### config.mk
export PLATFORM = sky130hd
export DESIGN_NAME = rtt_header_buffer
export DESIGN_NICKNAME = d
export VERILOG_FILES = /design/src/rtl/rtt_header_buffer.sv
export SDC_FILE = /design/constraint.sdc
export NUM_CORES = 1
export LEC_CHECK = 0
export CAP_MARGIN = 20
export CORE_UTILIZATION = 58
export DETAILED_ROUTE_END_ITERATION = 10
export PLACE_DENSITY = 0.84
export SYNTH_ARGS = -nofsm -noshare
export SYNTH_HDL_FRONTEND = slang
export SYNTH_SLANG_ARGS = --single-unit
export TNS_END_PERCENT = 30
### constraint.sdc
create_clock -name logic_clk_in -period 5.3 [get_ports logic_clk_in]
set_clock_uncertainty 0.2 [all_clocks]
set_input_delay 0.795 -clock logic_clk_in [delete_from_list [all_inputs] [get_ports logic_clk_in]]
set_output_delay 0.795 -clock logic_clk_in [all_outputs]
set_load 0.01 [all_outputs]
### src/rtl/rtt_header_buffer.sv
// RTT response header buffer: captures the SPI-written header words into a local register
// file and replays them as pulse symbols over a valid/ready stream.
module rtt_header_buffer #(
    parameter int unsigned WORD_NUM = 8,
    parameter int unsigned SYM_W    = 5
) (
    input  logic             logic_clk_in,
    input  logic             logic_rst_n,
    input  logic [3:0]       spi_ram_addr_in,
    input  logic [31:0]      spi_ram_data_in,
    input  logic             spi_ram_wr_in,
    input  logic             hdr_start_in,
    input  logic             hdr_abort_in,
    input  logic             err_clr_in,
    input  logic             sym_ready_in,
    output logic             sym_valid_out,
    output logic [SYM_W-1:0] sym_data_out,
    output logic             sym_last_out,
    output logic             hdr_ready_out,
    output logic [3:0]       word_cnt_out,
    output logic [1:0]       hdr_err_out,
    output logic [63:0]      debug_signal
);
    localparam int unsigned SYM_NUM = WORD_NUM * 4;
    localparam int unsigned IDX_W   = $clog2(SYM_NUM);
    localparam int unsigned AW      = $clog2(WORD_NUM);
    localparam int unsigned DBG_W   = 2 + WORD_NUM + IDX_W + 3 + 2;
    localparam logic [IDX_W-1:0] LAST_IDX = IDX_W'(SYM_NUM - 1);
    localparam logic [IDX_W-1:0] PREV_IDX = IDX_W'(SYM_NUM - 2);

    typedef enum logic [1:0] {StIdle, StFill, StFull, StSend} state_e;

    state_e              r_state, w_state_nxt;
    logic [31:0]         r_mem [WORD_NUM];
    logic [WORD_NUM-1:0] r_mask, w_mask_nxt;
    logic [IDX_W-1:0]    r_sym_idx, w_sym_idx_nxt;
    logic                r_sym_valid, w_sym_valid_nxt;
    logic                r_sym_last, w_sym_last_nxt;
    logic [SYM_W-1:0]    r_sym_data, w_sym_data_nxt;
    logic [1:0]          r_err, w_err_set;
    logic                r_wr_sync1, r_wr_sync2, r_wr_prev;
    logic                w_wr_pulse, w_addr_ok, w_mem_we;
    logic [AW-1:0]       w_wr_idx;
    logic [IDX_W-1:0]    w_fetch_idx;
    logic [SYM_W-1:0]    w_fetch_sym;

    // The write strobe lives in the spi_sck domain; addr/data are held for a whole SPI word.
    always_ff @(posedge logic_clk_in or negedge logic_rst_n) begin
        if (!logic_rst_n) begin
            r_wr_sync1 <= 1'b0;
            r_wr_sync2 <= 1'b0;
            r_wr_prev  <= 1'b0;
        end else begin
            r_wr_sync1 <= spi_ram_wr_in;
            r_wr_sync2 <= r_wr_sync1;
            r_wr_prev  <= r_wr_sync2;
        end
    end

    assign w_wr_pulse = r_wr_sync2 & ~r_wr_prev;
    assign w_addr_ok  = (spi_ram_addr_in != 4'd0) && (spi_ram_addr_in <= 4'(WORD_NUM));
    assign w_wr_idx   = AW'(spi_ram_addr_in - 4'd1);

    // Symbol to present after the next state change: 0 on start, idx+1 while sending.
    assign w_fetch_idx = (r_state == StSend) ? r_sym_idx + IDX_W'(1) : '0;

    always_comb begin
        w_fetch_sym = '0;
        unique case (w_fetch_idx[1:0])
            2'd0: w_fetch_sym = r_mem[w_fetch_idx[IDX_W-1:2]][24 +: SYM_W];
            2'd1: w_fetch_sym = r_mem[w_fetch_idx[IDX_W-1:2]][16 +: SYM_W];
            2'd2: w_fetch_sym = r_mem[w_fetch_idx[IDX_W-1:2]][8 +: SYM_W];
            2'd3: w_fetch_sym = r_mem[w_fetch_idx[IDX_W-1:2]][0 +: SYM_W];
            default: w_fetch_sym = '0;
        endcase
    end

    always_comb begin
        w_state_nxt     = r_state;
        w_mask_nxt      = r_mask;
        w_sym_idx_nxt   = r_sym_idx;
        w_sym_valid_nxt = r_sym_valid;
        w_sym_last_nxt  = r_sym_last;
        w_sym_data_nxt  = r_sym_data;
        w_mem_we        = 1'b0;
        w_err_set       = 2'b00;
        if (hdr_abort_in) begin
            w_state_nxt     = StIdle;
            w_mask_nxt      = '0;
            w_sym_idx_nxt   = '0;
            w_sym_valid_nxt = 1'b0;
            w_sym_last_nxt  = 1'b0;
            w_sym_data_nxt  = '0;
        end else begin
            unique case (r_state)
                StIdle, StFill: begin
                    if (w_wr_pulse && w_addr_ok) begin
                        w_mem_we             = 1'b1;
                        w_mask_nxt[w_wr_idx] = 1'b1;
                        w_state_nxt          = StFill;
                    end else if (w_wr_pulse) begin
                        w_err_set[0] = 1'b1;
                    end
                    if (hdr_start_in) begin
                        w_err_set[1] = 1'b1;
                    end
                    if (r_state == StFill && (&r_mask)) begin
                        w_state_nxt = StFull;
                    end
                end
                StFull: begin
                    if (w_wr_pulse) begin
                        w_err_set[0] = 1'b1;
                    end
                    if (hdr_start_in) begin
                        w_state_nxt     = StSend;
                        w_sym_idx_nxt   = '0;
                        w_sym_valid_nxt = 1'b1;
                        w_sym_last_nxt  = 1'b0;
                        w_sym_data_nxt  = w_fetch_sym;
                    end
                end
                StSend: begin
                    if (w_wr_pulse) begin
                        w_err_set[0] = 1'b1;
                    end
                    if (r_sym_valid && sym_ready_in) begin
                        if (r_sym_idx == LAST_IDX) begin
                            w_state_nxt     = StIdle;
                            w_mask_nxt      = '0;
                            w_sym_idx_nxt   = '0;
                            w_sym_valid_nxt = 1'b0;
                            w_sym_last_nxt  = 1'b0;
                            w_sym_data_nxt  = '0;
                        end else begin
                            w_sym_idx_nxt  = r_sym_idx + IDX_W'(1);
                            w_sym_last_nxt = (r_sym_idx == PREV_IDX);
                            w_sym_data_nxt = w_fetch_sym;
                        end
                    end
                end
                default: w_state_nxt = StIdle;
            endcase
        end
    end

    always_ff @(posedge logic_clk_in or negedge logic_rst_n) begin
        if (!logic_rst_n) begin
            r_state     <= StIdle;
            r_mask      <= '0;
            r_sym_idx   <= '0;
            r_sym_valid <= 1'b0;
            r_sym_last  <= 1'b0;
            r_sym_data  <= '0;
            r_err       <= 2'b00;
        end else begin
            r_state     <= w_state_nxt;
            r_mask      <= w_mask_nxt;
            r_sym_idx   <= w_sym_idx_nxt;
            r_sym_valid <= w_sym_valid_nxt;
            r_sym_last  <= w_sym_last_nxt;
            r_sym_data  <= w_sym_data_nxt;
            // A new error in the clearing cycle keeps its bit set.
            r_err       <= (err_clr_in ? 2'b00 : r_err) | w_err_set;
        end
    end

    always_ff @(posedge logic_clk_in) begin
        if (w_mem_we) begin
            r_mem[w_wr_idx] <= spi_ram_data_in;
        end
    end

    always_comb begin
        word_cnt_out = '0;
        for (int i = 0; i < WORD_NUM; i++) begin
            word_cnt_out = word_cnt_out + {3'b000, r_mask[i]};
        end
    end

    assign sym_valid_out = r_sym_valid;
    assign sym_data_out  = r_sym_data;
    assign sym_last_out  = r_sym_last;
    assign hdr_ready_out = (r_state == StFull);
    assign hdr_err_out   = r_err;
    assign debug_signal  = {{(64 - DBG_W){1'b0}}, r_state, r_mask, r_sym_idx,
                            r_wr_sync1, r_wr_sync2, r_wr_prev, r_err};

endmodule

# ---- Yosys cells after proc, flatten, opt, wreduce, memory -nomap -nowiden
# Memories as Yosys holds them, arrays and structs flattened.
# Index checks and enable logic that the tools add are counted.
dict set report totals {
  n_memories 1
  reg_bits 27
  in_bits 43
  ram_bits 256
  out_inout_bits 78
  word_cells 105
}
# memory depth width rd rd_clocked_by_memory_dff write_ports line
set mem_list {}
lappend mem_list {r_mem 8 32 1 0 1 34} ;# logic [31:0] r_mem [WORD_NUM];
dict set report classes {
  n_lt_le_gt_ge 3
  n_eq_ne 13
  n_bitwise 4
  n_reduce_logical 17
  addsub 9
  n_mux 48
}
# op count
set ops {}
lappend ops {{2-to-1 mux 5 bit} 9}
lappend ops {{2-to-1 mux 8 bit} 4}
lappend ops {{one-hot mux 5 bit (2 select lines)} 2}
lappend ops {{one-hot mux 5 bit (4 select lines)} 1}
lappend ops {{2-to-1 mux 1 bit} 18}
lappend ops {{adder 4 x 1 -> 4 bit} 4}
lappend ops {{2-to-1 mux 2 bit} 8}
lappend ops {{one-hot mux 8 bit (2 select lines)} 1}
lappend ops {{AND reduction 4 bit} 3}
lappend ops {{equality test 5 bit (second input constant)} 2}
lappend ops {{equality test 2 bit (second input constant)} 4}
lappend ops {{bitwise OR 8 bit} 1}
lappend ops {{AND reduction 8 bit} 1}
lappend ops {{!= test 3 x 2 -> 1 bit (second input constant)} 2}
lappend ops {{!= test 3 bit (second input constant)} 2}
lappend ops {{one-hot mux 1 bit (2 select lines)} 3}
lappend ops {{one-hot mux 2 bit (3 select lines)} 1}
lappend ops {{nonzero test 3 bit} 2}
lappend ops {{adder 5 x 1 -> 5 bit (second input constant)} 1}
lappend ops {{logical AND 1 bit} 5}
lappend ops {{adder 3 x 1 -> 4 bit} 1}
lappend ops {{equality test 2 x 1 -> 1 bit (second input constant)} 2}
lappend ops {{less-or-equal comparator 4 bit (second input constant)} 1}
lappend ops {{logical NOT 2 bit} 2}
lappend ops {{13 further kinds} 14}

# ---- Longest topological paths before layout
dict set report logic_depth {
  word_depth 9
  ltp_mapped 11
  mapped_depth_nobuf 9
}

# ---- Worst setup path after synthesis
# No wires, ideal clock.
dict set report synth_timing {
  kind {input to register}
  startpoint {in spi_ram_addr_in[0]}
  endpoint {mem r_mem[3][0] (enable)}
  n_path_buf 1
  path_slack_ns 1.202
  t_arrival_ns 3.476
  setup_time_ns 0.422
  path_stages 9
  required_ns 4.678
  path_cell_list {clkbuf_1 inv_1 ha_1 nor2b_1 xnor2_1 nand2_1 nor2_1 nand2_1 nor3_1}
}
dict set report synth_via {
  elab_chain_cells 8
  word_cells_on_any_way 10
}
# item line
set synth_rtl {}
lappend synth_rtl {{start, declared} 9} ;# input logic [3:0] spi_ram_addr_in,
lappend synth_rtl {{less-or-equal comparator 4 bit / nonzero test 4 bit (equally long branches)} 61} ;# assign w_addr_ok = (spi_ram_addr_in != 4'd0) && (spi_ram_addr_in <= 4'(WORD_NUM));
lappend synth_rtl {{logical AND 1 bit} 61}
lappend synth_rtl {{logical AND 1 bit} 97} ;# if (w_wr_pulse && w_addr_ok) begin
lappend synth_rtl {{2-to-1 mux 1 bit} 97}
lappend synth_rtl {{2-to-1 mux 1 bit} 95} ;# unique case (r_state)
lappend synth_rtl {{2-to-1 mux 1 bit} 87} ;# if (hdr_abort_in) begin
lappend synth_rtl {{2-to-1 mux 1 bit} 169} ;# if (w_mem_we) begin
lappend synth_rtl {{2-to-1 mux 1 bit (not written as such)} 170} ;# r_mem[w_wr_idx] <= spi_ram_data_in;
lappend synth_rtl {{end, declared} 34}
# Several ways; a longest one is shown, not always the timed one.

# ---- Worst setup path after layout
dict set report layout_timing {
  startpoint {reg r_mask[0]}
  endpoint {out word_cnt_out[2]}
}
dict set report layout_via {
  elab_chain_cells 7
}
# item line
set layout_rtl {}
lappend layout_rtl {{start, declared} 35} ;# logic [WORD_NUM-1:0] r_mask, w_mask_nxt;
lappend layout_rtl {{start signal, assigned} 158} ;# r_mask <= w_mask_nxt;
lappend layout_rtl {{adder 1 x 1 -> 2 bit} 177} ;# word_cnt_out = word_cnt_out + {3'b000, r_mask[i]};
lappend layout_rtl {{adder 2 x 1 -> 3 bit} 177}
lappend layout_rtl {{adder 3 x 1 -> 4 bit} 177}
lappend layout_rtl {{adder 4 x 1 -> 4 bit (4 in series)} 177}
lappend layout_rtl {{end, declared} 20} ;# output logic [3:0] word_cnt_out,
# No other way between the ends.

==> summary.md <==
| Metric | Value |
|---|---|
| Critical Path Most Common Cell | `fa_1` |
| WL per Instance | `21.14 µm` |
| RSZ-0062 raised after global routing | `no` |
| Slowest stage cell, crit path | `fa_1` |
| Vias | `5392` |
| Mux cell area share after synthesis | `4.681%` |
| Worst path max stage delay | `0.54 ns` |
| Final Hold Viols | `0` |
| Tmin final | `between 4 and 5 ns` |
| DIE WIDTH | `between 100 and 150 µm` |
| Post-route ant nets | `0` |
| Met3 WL post-DR | `about 1700 µm` |
| Leading area contributor after synthesis | `edfxtp_1` |
| Post-CTS Repair Setup Buffers | `0` |
| Sequential fraction of the synthesis area | `about two thirds` |
| Peak supply drop | `0.2029 mV` |
| YS warnings | `0` |
| Flops & latches, synth | `187` |
| Worst path cell trace | `fa_1, inv_1, fa_1, fa_1, inv_1, ha_1, fa_1, xor2_1, clkdlybuf4s50_1` |
| GRT overflow | `0` |
| Clk root buf | `clkbuf_16` |
| CTS sink cnt | `187` |
| Syn Inst Count | `619` |
| Syn Area/Cell | `13.60 µm²` |
| Slew headroom | `45.02%` |
| FF-to-FF setup slack | `1.19 ns` |
| CP Buf/Inv Count | `3` |
| CTS Buffer Depth | `2` |
| First-pass GRT wire length | `28010 µm` |
| Largest family of logic cells by synthesized area | `compound AO/OA/AOI/OAI gates` |
| First-pass DRT Iterations | `5` |
| P_leak | `between 3 and 4 nW` |
| Layout Utilization | `68.43%` |
| Total track usage | `26.12%` |
| Metal-1 WL | `7143 µm` |
| Fillers | `926` |
| Post-synth EDFFs | `160` |
| N_diodes | `0` |
| Worst Max-Slew Pin Slew | `0.8184 ns` |
| # resized after CTS | `0` |
| Critical R2R Capture | `sym_data_out[4]` |
| R2r startpoint | `r_sym_idx[0]` |
| Die height | `about 120 µm` |
| CP delay by family, top | `adder cells` |
| Dpl hpwl | `11630 µm` |
| Hold Path Class | `reg2reg` |
| Crit. End Element | `primary output` |
| Port bufs | `64` |
| Final WL | `around 18000 µm` |
| Post-synthesis compound-gate area fraction | `10.22%` |
| CTS Hold Bufs | `0` |
| CORE AREA | `roughly 14000 µm²` |
| Worst setup SP type | `flip-flop` |
| Fin Hold WS | `roughly 0.17 ns` |
| Pre-CTS setup slack | `1.000 ns` |
| Fin crit share | `between 80% and 90%` |
| Synthesized area | `8419 µm²` |
| Crit path from | `r_mask[0]` |
| Post-synthesis cell type count | `66` |
| Initial antenna violation count | `0` |
| Syn-to-layout area delta | `14.13%` |
| Inserted Clock Buffers | `17` |
| CP max FO | `4` |
| DRC viols | `0` |
| CTS tree | `done` |
| Final setup margin | `0.5904 ns` |
| Starting Density | `59.96%` |
| Routed vias/inst | `6.176` |
| Pwr/cell area | `between 300 and 400 nW/µm²` |
| Setup TNS | `0 ns` |
| Share of layout cells above drive strength 1 | `approximately a tenth` |
| Hold endpoint | `r_wr_sync2` |
| F_max | `0.2123 GHz` |
| Worst Hold Depth | `0` |
| Number of nets in the layout | `735` |
| Outcome | `completed` |
| Standard-cell row count | `between 40 and 50` |
| Min-delay src | `r_wr_sync1` |
| Total power | `0.002939 W` |
| Synth top area share | `57.07%` |
| H-tree Lvls | `4` |
| Drt initial violations | `approximately 510` |
| Critical path arrival | `3.71 ns` |
| Post-Synth Simple-Gate Area | `9.764%` |
| Area share of fa/ha/maj cells after synthesis | `around 2.1%` |
| Required time worst endpoint | `roughly 4.3 ns` |
| Largest net degree at the start of global routing | `34` |
| Top sig layer | `met4` |
| Clk_lat worst skew | `0.43 ns` |
| Max_cap viols | `0` |
| # setup viols final | `0` |
| Top cells by area, synth | `edfxtp_1, dfrtp_1, buf_4, nand2_1, mux2i_1` |
| Post-synth ARST share | `14.44%` |
| Setup CP Type | `reg2out` |
| Top FF cell, synth | `edfxtp_1` |
| Clk slew on worst S/H paths | `0.06 ns` |
| Vias in the first global route | `a little over 5000` |
| # IOs | `121` |
| Met2 Routed Length | `around 9000 µm` |
| Max Slew Vio Count | `0` |
| RD Place Congestion | `0.8591` |
| Worst Reg-to-Reg Cells | `9` |
| Xor/xnor share of the synthesized area | `between 1 and 1.5%` |
| Area of the die | `15000 µm²` |
## power by group
| group | leakage [nW] | switching (W) | internal (W) |
|---|---|---|---|
| Clock | 0.250 | 0.000538 | 0.000644 |
| Sequential | 1.80 | 0.00000816 | 0.00161 |
| Combinational | 1.23 | 0.0000805 | 0.0000575 |
## metrics by stage
stage	std cells	area, µm²
after global placement	841	9057
final	873	9609
after global routing	873	9609
after floorplan	662	8581
after CTS	873	9609
after detailed placement	841	9057
## how the worst max path moves through the flow
stage	end	slack [ns]	depth (start not counted)
2_1_floorplan	r_mem[3][0]	1.20	9
3_3_place_gp	word_cnt_out[2]	1.09	9
3_5_place_dp	word_cnt_out[2]	1.00	9
4_1_cts	word_cnt_out[2]	0.55	9
5_1_grt	word_cnt_out[2]	0.44	9
6_report	word_cnt_out[2]	0.59	9
## final cells by class
class / instances / area, µm² / area share [%]
inverter: 14 / 52.55 / 0.5469
timing repair buffer: 79 / 753.2 / 7.839
tap: 180 / 225.2 / 2.344
clock inverter: 15 / 126.4 / 1.315
clock buffer: 17 / 425.4 / 4.427
multi-input combinational: 381 / 2546 / 26.50
sequential: 187 / 5480 / 57.03
## sequential cells by signal, indices dropped and copies added, names as in the netlist, 2 cells and up
signal and flops:
r_mask 8, r_mem 160, sym_data_out 5, r_state 2, hdr_err_out 2, r_sym_idx 5
## synth_stat cells (all sizes together), types with 4 or more instances
| cell type | count |
|---|---|
| mux2i | 19 |
| o21ai | 16 |
| mux2 | 10 |
| nor3 | 10 |
| and3 | 5 |
| nand3b | 5 |
| a32oi | 4 |
| dfrtp | 27 |
| ha | 8 |
| nor4b | 4 |
| nor3b | 4 |
| a221o | 5 |
| inv | 14 |
| xnor2 | 5 |
| nor2 | 31 |
| o311ai | 4 |
| fa | 4 |
| nand2b | 8 |
| nor2b | 12 |
| and2 | 4 |
| a21oi | 24 |
| buf | 69 |
| edfxtp | 160 |
| a211oi | 12 |
| o31ai | 6 |
| o22a | 4 |
| nand4 | 4 |
| a31oi | 9 |
| nand2 | 60 |
| nand3 | 14 |
| o221ai | 7 |
| clkbuf | 11 |
## kinds of logic after synthesis
family,after synthesis
AO/OA/AOI/OAI,120
XOR/XNOR,8
AND/OR/NAND/NOR,165
buffers and inverters,94
flip-flops,187
multiplexers,32
other,1
adder cells (fa/ha/maj),12
## cells in the final DEF, fill, tap and decap left out, types with 4 or more instances in the layout
master and n:
a31oi_1 9, o31ai_1 6, nand2b_1 8, o22a_1 4
inv_1 14, o21ai_0 15, edfxtp_1 160, clkdlybuf4s50_1 64
nor3_1 8, mux2_2 10, a21oi_1 24, a211oi_1 12
nand4_1 4, clkbuf_16 17, mux2i_1 18, and2_1 4
nor2_1 25, nor2_2 6, nor2b_1 12, xnor2_1 4
and3_1 4, nand3b_1 5, dfrtp_1 27, o221ai_1 7
conb_1 44, buf_4 15, nand3_1 14, a32oi_1 4
nand2_1 59, ha_1 7, nor3b_1 4, a221o_1 5
clkinvlp_4 6, fa_1 4
## layer usage
metal / vias up / GRT usage [%]
met5: - / 0
met4: 0 / 13.87
met3: 53 / 6.041
met2: 370 / 41.36
met1: 2599 / 33.59
li1: 2370 / -
(Power assumes the default switching activity.)
